[src/rtl/gte_mvmva_sequencer.sv]
// Sequences one MVMVA-style 3x3 matrix x vector op over the shared GTE select/multiply path.
// Optional IR saturation outputs are built when GTE_MVMVA_IRSAT_EN is defined.
module gte_mvmva_sequencer #(
    parameter int PROD_LAT = 1
) (
    input  logic        i_clk,
    input  logic        i_nRst,
    input  logic        i_start,
    input  logic [1:0]  i_mx,
    input  logic [1:0]  i_vec,
    input  logic        i_sf,
    input  logic        i_transEn,
    input  logic [31:0] i_trans0,
    input  logic [31:0] i_trans1,
    input  logic [31:0] i_trans2,
    input  logic [34:0] i_product,
`ifdef GTE_MVMVA_IRSAT_EN
    input  logic        i_lm,
    output logic [15:0] o_ir0,
    output logic [15:0] o_ir1,
    output logic [15:0] o_ir2,
    output logic [2:0]  o_irSat,
`endif
    output logic        o_busy,
    output logic        o_done,
    output logic        o_isMVMVA,
    output logic [1:0]  o_mx,
    output logic [1:0]  o_vec,
    output logic [1:0]  o_row,
    output logic [1:0]  o_col,
    output logic [3:0]  o_selLeft,
    output logic [3:0]  o_selRight,
    output logic [31:0] o_mac0,
    output logic [31:0] o_mac1,
    output logic [31:0] o_mac2,
    output logic [2:0]  o_ovfPos,
    output logic [2:0]  o_ovfNeg
);
    typedef enum logic [2:0] {S_IDLE, S_ISSUE, S_DRAIN, S_FINAL, S_DONE} state_t;

    localparam logic signed [45:0] LIM_POS    = (46'sd1 <<< 43) - 46'sd1;
    localparam logic signed [45:0] LIM_NEG    = -(46'sd1 <<< 43);
    localparam logic [1:0]         DRAIN_LAST = (PROD_LAT > 0) ? 2'(PROD_LAT - 1) : 2'd0;

    state_t             r_state;
    logic [3:0]         r_k;
    logic [1:0]         r_dcnt;
    logic               r_sf;
    logic signed [45:0] r_acc [3];

    logic               w_issue;
    logic               w_acc_vld;
    logic [1:0]         w_acc_row;
    logic [31:0]        w_trans [3];
    logic signed [45:0] w_pre [3];
    logic signed [45:0] w_shr [3];
    logic [31:0]        w_mac [3];
    logic signed [45:0] w_prod_ext;
    logic signed [45:0] w_acc_sum;

    assign w_issue    = (r_state == S_ISSUE);
    assign o_selRight = 4'd0;
    assign w_trans[0] = i_trans0;
    assign w_trans[1] = i_trans1;
    assign w_trans[2] = i_trans2;
    assign w_prod_ext = {{11{i_product[34]}}, i_product};
    assign w_acc_sum  = r_acc[w_acc_row] + w_prod_ext;

    always_comb begin
        for (int r = 0; r < 3; r++) begin
            w_pre[r] = i_transEn ? {{2{w_trans[r][31]}}, w_trans[r], 12'd0} : 46'sd0;
            w_shr[r] = r_acc[r] >>> 12;
            w_mac[r] = r_sf ? w_shr[r][31:0] : r_acc[r][31:0];
        end
    end

    // Row tag travels with the valid bit so each returning product lands in its own accumulator.
    generate
        if (PROD_LAT == 0) begin : g_nopipe
            assign w_acc_vld = w_issue;
            assign w_acc_row = o_row;
        end else begin : g_pipe
            logic [PROD_LAT-1:0] r_vld_pipe;
            logic [1:0]          r_row_pipe [PROD_LAT];
            always_ff @(posedge i_clk or negedge i_nRst) begin
                if (!i_nRst) begin
                    r_vld_pipe <= '0;
                    for (int i = 0; i < PROD_LAT; i++) r_row_pipe[i] <= 2'd0;
                end else begin
                    r_vld_pipe[0] <= w_issue;
                    r_row_pipe[0] <= o_row;
                    for (int i = 1; i < PROD_LAT; i++) begin
                        r_vld_pipe[i] <= r_vld_pipe[i-1];
                        r_row_pipe[i] <= r_row_pipe[i-1];
                    end
                end
            end
            assign w_acc_vld = r_vld_pipe[PROD_LAT-1];
            assign w_acc_row = r_row_pipe[PROD_LAT-1];
        end
    endgenerate

`ifdef GTE_MVMVA_IRSAT_EN
    logic              r_lm;
    logic [15:0]       w_ir [3];
    logic [2:0]        w_irSat;
    logic signed [31:0] w_lo;
    always_comb begin
        w_lo    = r_lm ? 32'sd0 : -32'sd32768;
        w_irSat = 3'd0;
        for (int r = 0; r < 3; r++) begin
            w_ir[r] = w_mac[r][15:0];
            if ($signed(w_mac[r]) > 32'sd32767) begin
                w_ir[r]    = 16'h7FFF;
                w_irSat[r] = 1'b1;
            end else if ($signed(w_mac[r]) < w_lo) begin
                w_ir[r]    = w_lo[15:0];
                w_irSat[r] = 1'b1;
            end
        end
    end
`endif

    always_ff @(posedge i_clk or negedge i_nRst) begin
        if (!i_nRst) begin
            r_state   <= S_IDLE;
            r_k       <= 4'd0;
            r_dcnt    <= 2'd0;
            r_sf      <= 1'b0;
            for (int r = 0; r < 3; r++) r_acc[r] <= 46'sd0;
            o_busy    <= 1'b0;
            o_done    <= 1'b0;
            o_isMVMVA <= 1'b0;
            o_mx      <= 2'd0;
            o_vec     <= 2'd0;
            o_row     <= 2'd0;
            o_col     <= 2'd0;
            o_selLeft <= 4'd0;
            o_mac0    <= 32'd0;
            o_mac1    <= 32'd0;
            o_mac2    <= 32'd0;
            o_ovfPos  <= 3'd0;
            o_ovfNeg  <= 3'd0;
`ifdef GTE_MVMVA_IRSAT_EN
            r_lm      <= 1'b0;
            o_ir0     <= 16'd0;
            o_ir1     <= 16'd0;
            o_ir2     <= 16'd0;
            o_irSat   <= 3'd0;
`endif
        end else begin
            if (w_acc_vld) begin
                r_acc[w_acc_row] <= w_acc_sum;
                if (w_acc_sum > LIM_POS) o_ovfPos[w_acc_row] <= 1'b1;
                if (w_acc_sum < LIM_NEG) o_ovfNeg[w_acc_row] <= 1'b1;
            end
            case (r_state)
                S_IDLE: if (i_start) begin
                    r_state   <= S_ISSUE;
                    r_k       <= 4'd0;
                    r_sf      <= i_sf;
                    o_mx      <= i_mx;
                    o_vec     <= i_vec;
                    o_busy    <= 1'b1;
                    o_isMVMVA <= 1'b1;
                    o_row     <= 2'd0;
                    o_col     <= 2'd0;
                    o_selLeft <= 4'd0;
`ifdef GTE_MVMVA_IRSAT_EN
                    r_lm      <= i_lm;
`endif
                    for (int r = 0; r < 3; r++) begin
                        r_acc[r]    <= w_pre[r];
                        o_ovfPos[r] <= (w_pre[r] > LIM_POS);
                        o_ovfNeg[r] <= (w_pre[r] < LIM_NEG);
                    end
                end
                S_ISSUE: begin
                    if (r_k == 4'd8) begin
                        o_isMVMVA <= 1'b0;
                        o_row     <= 2'd0;
                        o_col     <= 2'd0;
                        o_selLeft <= 4'd0;
                        r_dcnt    <= 2'd0;
                        r_state   <= (PROD_LAT == 0) ? S_FINAL : S_DRAIN;
                    end else begin
                        r_k <= r_k + 4'd1;
                        if (o_col == 2'd2) begin
                            o_col     <= 2'd0;
                            o_selLeft <= 4'd0;
                            o_row     <= o_row + 2'd1;
                        end else begin
                            o_col     <= o_col + 2'd1;
                            o_selLeft <= {2'b00, o_col + 2'd1};
                        end
                    end
                end
                S_DRAIN: begin
                    if (r_dcnt == DRAIN_LAST) r_state <= S_FINAL;
                    else                      r_dcnt  <= r_dcnt + 2'd1;
                end
                S_FINAL: begin
                    o_mac0  <= w_mac[0];
                    o_mac1  <= w_mac[1];
                    o_mac2  <= w_mac[2];
`ifdef GTE_MVMVA_IRSAT_EN
                    o_ir0   <= w_ir[0];
                    o_ir1   <= w_ir[1];
                    o_ir2   <= w_ir[2];
                    o_irSat <= w_irSat;
`endif
                    o_done  <= 1'b1;
                    r_state <= S_DONE;
                end
                S_DONE: begin
                    o_done  <= 1'b0;
                    o_busy  <= 1'b0;
                    r_state <= S_IDLE;
                end
                default: r_state <= S_IDLE;
            endcase
        end
    end
endmodule

[config.mk]
export PLATFORM = sky130hd
export DESIGN_NAME = gte_mvmva_sequencer
export DESIGN_NICKNAME = d
export VERILOG_FILES = /design/src/rtl/gte_mvmva_sequencer.sv
export SDC_FILE = /design/constraint.sdc
export NUM_CORES = 1
export LEC_CHECK = 0
export BUFFER_PORTS_ARGS = -buffer_cell sky130_fd_sc_hd__buf_2
export CORE_UTILIZATION = 35
export CTS_CLUSTER_SIZE = 30
export DETAILED_ROUTE_END_ITERATION = 10
export GPL_TIMING_DRIVEN = 0
export PLACE_DENSITY = 0.66
export SLEW_MARGIN = 20
export SYNTH_ARGS = -nofsm -noshare
export SYNTH_HDL_FRONTEND = slang
export SYNTH_SLANG_ARGS = --single-unit
[constraint.sdc]
create_clock -name i_clk -period 5.3 [get_ports i_clk]
set_clock_uncertainty 0.1 [all_clocks]
set_input_delay 0.53 -clock i_clk [delete_from_list [all_inputs] [get_ports i_clk]]
set_output_delay 0.53 -clock i_clk [all_outputs]
set_load 0.01 [all_outputs]
==> flow_summary.ini, run 1 <==
[setup_path]
crit_chain = buf_2, clkbuf_2, mux2i_1, o21ai_0, ha_1, clkbuf_1, nand4_1, or2_2, nor3_1, nor2b_1, a221o_1, o21bai_1, a221oi_4, nand2_1, a32o_1
cp_slowest_cell = o21ai_0
crit_buf_inv = 3
endpoint_kind = register
critical_path_peak_fanout = 10
path_class = reg -> reg
max_stage_delay_ns = 0.68
crit_path_start_kind = register
cp.required_ns = 5.67
arrival_ns = 5.55
path_delay_family = compound AO/OA/AOI/OAI gates

[yosys]
synthAdderAreaFrac_pct = 3.97
netlist_area_mm2 = 0.0156
synth_compound_area_share_pct = 21.9
yosysTopAreaCellShare_pct = 42.2
synth_top_family_by_area = compound AO/OA/AOI/OAI gates
async_reset_ff_share_pct = 100
ys.warnings.count = 0
synth-edff-count = 0
synth-xor-area-share_pct = 2.34
syn_inst = 1823
ys_types = 77
synthFlopType = dfrtp_1
yosysTopAreaCell = dfrtp_1
synth-simple-area-share_pct = 15.8
syn_avg_cell_area_um2 = 8.58
synth.area.top_cells = dfrtp_1 42%, mux2i_1 9.5%, nand2_1 8.8%, a21oi_1 7.2%, o21ai_0 6.6%
yosysSeqAreaShare_pct = 42.2
synth-seq-cells = 264
synth_mux_area_share_pct = 9.60

[finish]
fill_cells = 4501
nNetsFinal = 2306
mostFrequentLayoutCells = 366 x nand2_1, 264 x dfrtp_1, 261 x buf_2, 224 x a21oi_1, 205 x o21ai_0
ff_latch_area_mm2 = 0.00661
multiInputGateArea_mm2 = 0.00841
n_antenna_cell = 0
drive_above_1_share_pct = 17.1
final_common_cell = nand2_1
areaGrowthSynthToFinish_pct = 21.2
stdcell_area_mm2 = 0.0190

[placed_design]
place_ws_ns = -0.479
place_area_mm2 = 0.0177
place.gp.congestion = 1.01
hpwl_um = 54800
port-buffer-count = 253

[grt]
grt_max_degree = 103
overflow = 0
track_usage_pct = 29.8
grt_pass1_vias = 14500
grt_first_pass_wirelength_um = 98000
antenna_found_initial = 1

[die]
io_pins = 261
start_util_pct = 35.5
dieArea_mm2 = 0.0456
row_count = 77
die_y_um = 213
fp.dieW_um = 213
core_mm2 = 0.0441

[cts]
clock_path_buffers = 3
cts_sinks = 264
cts_inserted_buffers = 31
postCtsSetupBuffers = 0
clockRootBuffer = clkbuf_16
htree_levels = 1
clock_latency_ns = 0.60
cts.clk_slew.worst_paths_ns = 0.07
cts_tree = built

[drt]
via_per_inst = 5.74
drt-wirelength-per-cell_um = 25.2
vias = 15700
drt_iter0_markers = 1653
wl_um = 68900
drc = 0
first_pass_iters = 5
ant_nets = 0

[sta]
final_hold_viol_count = 0
finalMaxSlewViolations = 0
slew_headroom_pct = 25.1
layout_setup_ws_ns = 0.120
rsz0062_at_grt = yes
max_freq_mhz = 193
worst_pin_slew_ns = 1.12
period_needed_ns = 5.18
finalSetupViolCount = 0
final.period_utilization_pct = 97.7

[power]
vdd_ir_drop_max_mv = 0.324
powerDensity_mw_per_mm2 = 791
p_total_mw = 15.0
cellLeakagePower_nw = 8.58

[status]
status = completed

[worst_hold_path]
hold_path.class = in -> reg

[run]
cap_violations = 0
[cells by family (layout without fill, tap and decap cells)]
kind of cell	after synthesis	after routing
AOI/OAI and AO/OA	581	581
and+or+nand+nor	579	579
DFF	264	264
buffers and inverters	159	472
muxes	150	150
adders and majority gates	49	49
xor gates and xnor gates	40	40
other	1	6
[cell usage after synthesis, types with 8 or more instances]
| library cell | number |
|---|---|
| buf_4 | 10 |
| a21o_1 | 17 |
| ha_1 | 48 |
| o211ai_1 | 18 |
| xor2_1 | 19 |
| mux2i_1 | 149 |
| o21bai_1 | 11 |
| nor3_1 | 12 |
| buf_1 | 16 |
| nand2_1 | 366 |
| inv_1 | 16 |
| o21a_1 | 8 |
| and3_1 | 10 |
| clkbuf_1 | 109 |
| nand3_1 | 73 |
| o21ai_1 | 8 |
| o21ai_0 | 207 |
| dfrtp_1 | 264 |
| nor2_1 | 76 |
| a21oi_1 | 224 |
| a211oi_1 | 13 |
| xnor2_1 | 19 |
| a31oi_1 | 23 |
[metal layers]
metal	up-vias	routed length, µm	track usage [%]	part of all wire (%)
met3	177	7020	7.23	10
met5	-	13	0	0.019
met1	7595	28800	40.5	42
met4	2	3240	12.4	4.7
li1	7031	-	-	-
met2	876	29800	45.2	43
[layout make-up]
type | count | share of cell area, %
Buffer | 143 | 3.15
Clock buffer | 38 | 4.55
Clock inverter | 19 | 1.83
Inverter | 16 | 0.317
Multi-Input combinational cell | 1405 | 44.3
Sequential cell | 264 | 34.8
Tap cell | 592 | 3.91
Timing Repair Buffer | 256 | 7.07
[repair_timing]
item | CTS | global route
endpoints found under the hold margin | 73 | 0
resized for setup | 4 | 8
setup endpoints to repair | 43 | 18
hold buffers | 1 | 0
[state kept, by name, summed over array words and instances (netlist names)]
signal,cells
r_acc,138
o_mac0,32
o_mac1,32
o_mac2,32
r_k,4
o_ovfNeg,3
o_ovfPos,3
r_state,3
g_pipe.r_row_pipe,2
o_mx,2
o_row,2
o_selLeft,2
o_vec,2
r_dcnt,2
g_pipe.r_vld_pipe,1
o_busy,1
o_done,1
o_isMVMVA,1
r_sf,1
[stage by stage]
step | utilization (%) | hold WS [ns] | setup TNS [ns] | cells
floorplan | - | 0.134 | 0 | 1828
global placement | 40.0 | 0.330 | -363.27 | 2673
detailed placement | 40.2 | 0.349 | -7.87 | 2675
CTS | 43.0 | 0.0224 | 0 | 2733
global route | 43.0 | 0.0422 | -0.0155 | 2733
finish | 43.0 | 0.0300 | 0 | 2733
[worst register-to-register path: cells and delay by family, from the launching register on]
kind	cells	cell delay [ns]
AO/OA/AOI/OAI	5	1.76
adder cells (fa/ha/maj)	1	0.22
buffers and inverters	3	1.18
flip-flops	1	0.55
multiplexers	1	0.17
AND/OR/NAND/NOR	5	1.07
[path summary, 6_finish.rpt]
path	start	to	slack, ns	cells past startpoint
worst min-delay path	i_vec[1]	o_vec[1]	0.03	3
max in group asynchronous	i_nRst	r_acc[108]	3.29	4
worst min register to register	o_row[0]	g_pipe.r_row_pipe[0]	0.36	0
worst max-delay path	g_pipe.r_row_pipe[1]	o_ovfNeg[0]	0.12	15
min in group asynchronous	i_nRst	o_mac1[31]	0.42	2
worst max register to register	g_pipe.r_row_pipe[1]	o_ovfNeg[0]	0.12	15
[report_power, final]
part           internal (mW)  leakage, nW  switching (mW)
registers               2.94         3.32            1.10
clock network           1.60        0.599           0.957
logic                   2.83         4.66            5.58
total                   7.37         8.58            7.63
No activity file was read; power rests on OpenSTA's default activity.
==> inputs of run 2 (changes only) <==
- clock period: 5.3 -> 6.7 ns (I/O delays scaled with it)
==> flow_summary.ini, run 2 (synthesis results as in run 1) <==
[sta]
finalSetupViolCount = 0
worst_pin_slew_ns = 1.11
tns_ns = 0
layout_setup_ws_ns = 0.697
final.period_utilization_pct = 89.6
final_hold_viol_count = 0
period_needed_ns = 6.00
slew_headroom_pct = 25.7
finalMaxSlewViolations = 0
max_freq_mhz = 167
rsz0062_at_grt = no

[drt]
ant_nets = 0
wl_um = 68900
vias = 15700
via_per_inst = 5.74
drt_iter0_markers = 1644
drt-wirelength-per-cell_um = 25.2
first_pass_iters = 6
drc = 0

[die]
core_mm2 = 0.0441
start_util_pct = 35.5
row_count = 77
io_pins = 261
dieArea_mm2 = 0.0456
die_y_um = 213
fp.dieW_um = 213

[grt]
antenna_found_initial = 1
track_usage_pct = 29.8
grt_max_degree = 103
grt_first_pass_wirelength_um = 98000
overflow = 0
grt_pass1_vias = 14500
busiest_layer = met2
globalRouteMet1Util_pct = 40.5
met2_usage_pct = 45.2
grt_use_met3_pct = 7.23

[finish]
areaGrowthSynthToFinish_pct = 21.2
top_register = r_acc
final_common_cell = nand2_1
nNetsFinal = 2306
largest_reg_flops = 138
n_antenna_cell = 0
drive_above_1_share_pct = 16.8
mostFrequentLayoutCells = 366 x nand2_1, 264 x dfrtp_1, 259 x buf_2, 224 x a21oi_1, 207 x o21ai_0

[setup_path]
critical_path_peak_fanout = 10
crit_buf_inv = 3
max_stage_delay_ns = 0.78
endpoint_kind = register
crit_path_start_kind = register
cp.required_ns = 7.10
cp_slowest_cell = clkbuf_1
crit_chain = buf_1, clkbuf_1, mux2i_1, o21ai_0, ha_1, clkbuf_1, a21oi_1, nand2_1, a221oi_1, o2111ai_1, a21oi_1, o21ai_1, xnor2_2, nand2_1, a21oi_1
arrival_ns = 6.41
path_class = reg -> reg
path_common_cell = a21oi_1
reg2reg_setup_slack_ns = 0.70
path_delay_family = compound AO/OA/AOI/OAI gates

[placed_design]
port-buffer-count = 253
hpwl_um = 54800
place_ws_ns = 0.921
place.gp.congestion = 1.01

[cts]
clock_latency_ns = 0.60
clock_path_buffers = 3
cts_resized = 0
cts_tree = built
htree_levels = 1
cts_inserted_buffers = 31
cts_sinks = 264
cts.clk_slew.worst_paths_ns = 0.07
clockRootBuffer = clkbuf_16

[power]
powerDensity_mw_per_mm2 = 626
vdd_ir_drop_max_mv = 0.256
p_total_mw = 11.9
cellLeakagePower_nw = 8.55

[status]
status = completed

[run]
cap_violations = 0

[worst_hold_path]
hold_path.class = in -> reg
==> run 2: changes by cell type in the layout (fill, tap and decap cells not counted), sizes merged <==
cell / before / now
buf: 287 / 288
clkbuf: 148 / 147
==> run 2: report_power, final <==
| part | total [mW] | switching [mW] | internal (mW) | leakage [nW] |
|---|---|---|---|---|
| Sequential | 3.20 | 0.868 | 2.33 | 3.32 |
| Combinational | 6.64 | 4.41 | 2.24 | 4.63 |
| Clock | 2.02 | 0.755 | 1.26 | 0.599 |
==> run 2: metrics by stage <==
step	instance area (µm²)	hold slack (ns)	utilization, %	instances
2_1_floorplan	15700	0.274	-	1828
3_3_place_gp	17700	0.330	40.0	2673
3_5_place_dp	17700	0.349	40.2	2675
4_1_cts	19000	0.162	43.0	2733
5_1_grt	19000	0.182	43.0	2733
6_report	19000	0.171	43.0	2733
==> run 2: final timing paths <==
check                      cells after the start            startpoint                   end
setup / recovery                              15  g_pipe.r_row_pipe[1]            r_acc[137]
hold / removal                                 3              i_vec[1]              o_vec[1]
setup reg to reg                              15  g_pipe.r_row_pipe[1]            r_acc[137]
hold reg to reg                                0              o_row[0]  g_pipe.r_row_pipe[0]
max in group asynchronous                      4                i_nRst             r_acc[13]
min in group asynchronous                      2                i_nRst            o_mac1[31]
==> run 2: final cells by class <==
class / instances / area (µm²)
fill: 4507 / 25200
multi-input combinational: 1405 / 8410
tap: 592 / 741
sequential: 264 / 6610
timing repair buffer: 256 / 1340
inverter: 16 / 60.1
clock inverter: 19 / 348
buffer: 143 / 588
clock buffer: 38 / 862
==> run 2: repair_timing <==
item / 4_1_cts / 5_1_grt
hold buffers: 1 / 0
setup buffers: 0 / 0
hold endpoints to repair: 57 / 0
==> run 2: worst reg2reg max path, delay by kind of cell, from the launching register on <==
family | cells | cell delay [ns]
flip-flops | 1 | 0.55
AND/OR/NAND/NOR | 2 | 0.24
AO/OA/AOI/OAI | 7 | 2.32
multiplexers | 1 | 0.19
buffers and inverters | 3 | 1.69
XOR/XNOR | 1 | 0.47
adder cells (fa/ha/maj) | 1 | 0.36
==> run 2: metal layers <==
layer  wire (µm)  part of all wire (%)
met1       28900                    42
met2       29700                    43
met3        6940                    10
met4        3350                   4.9
met5          13                 0.019
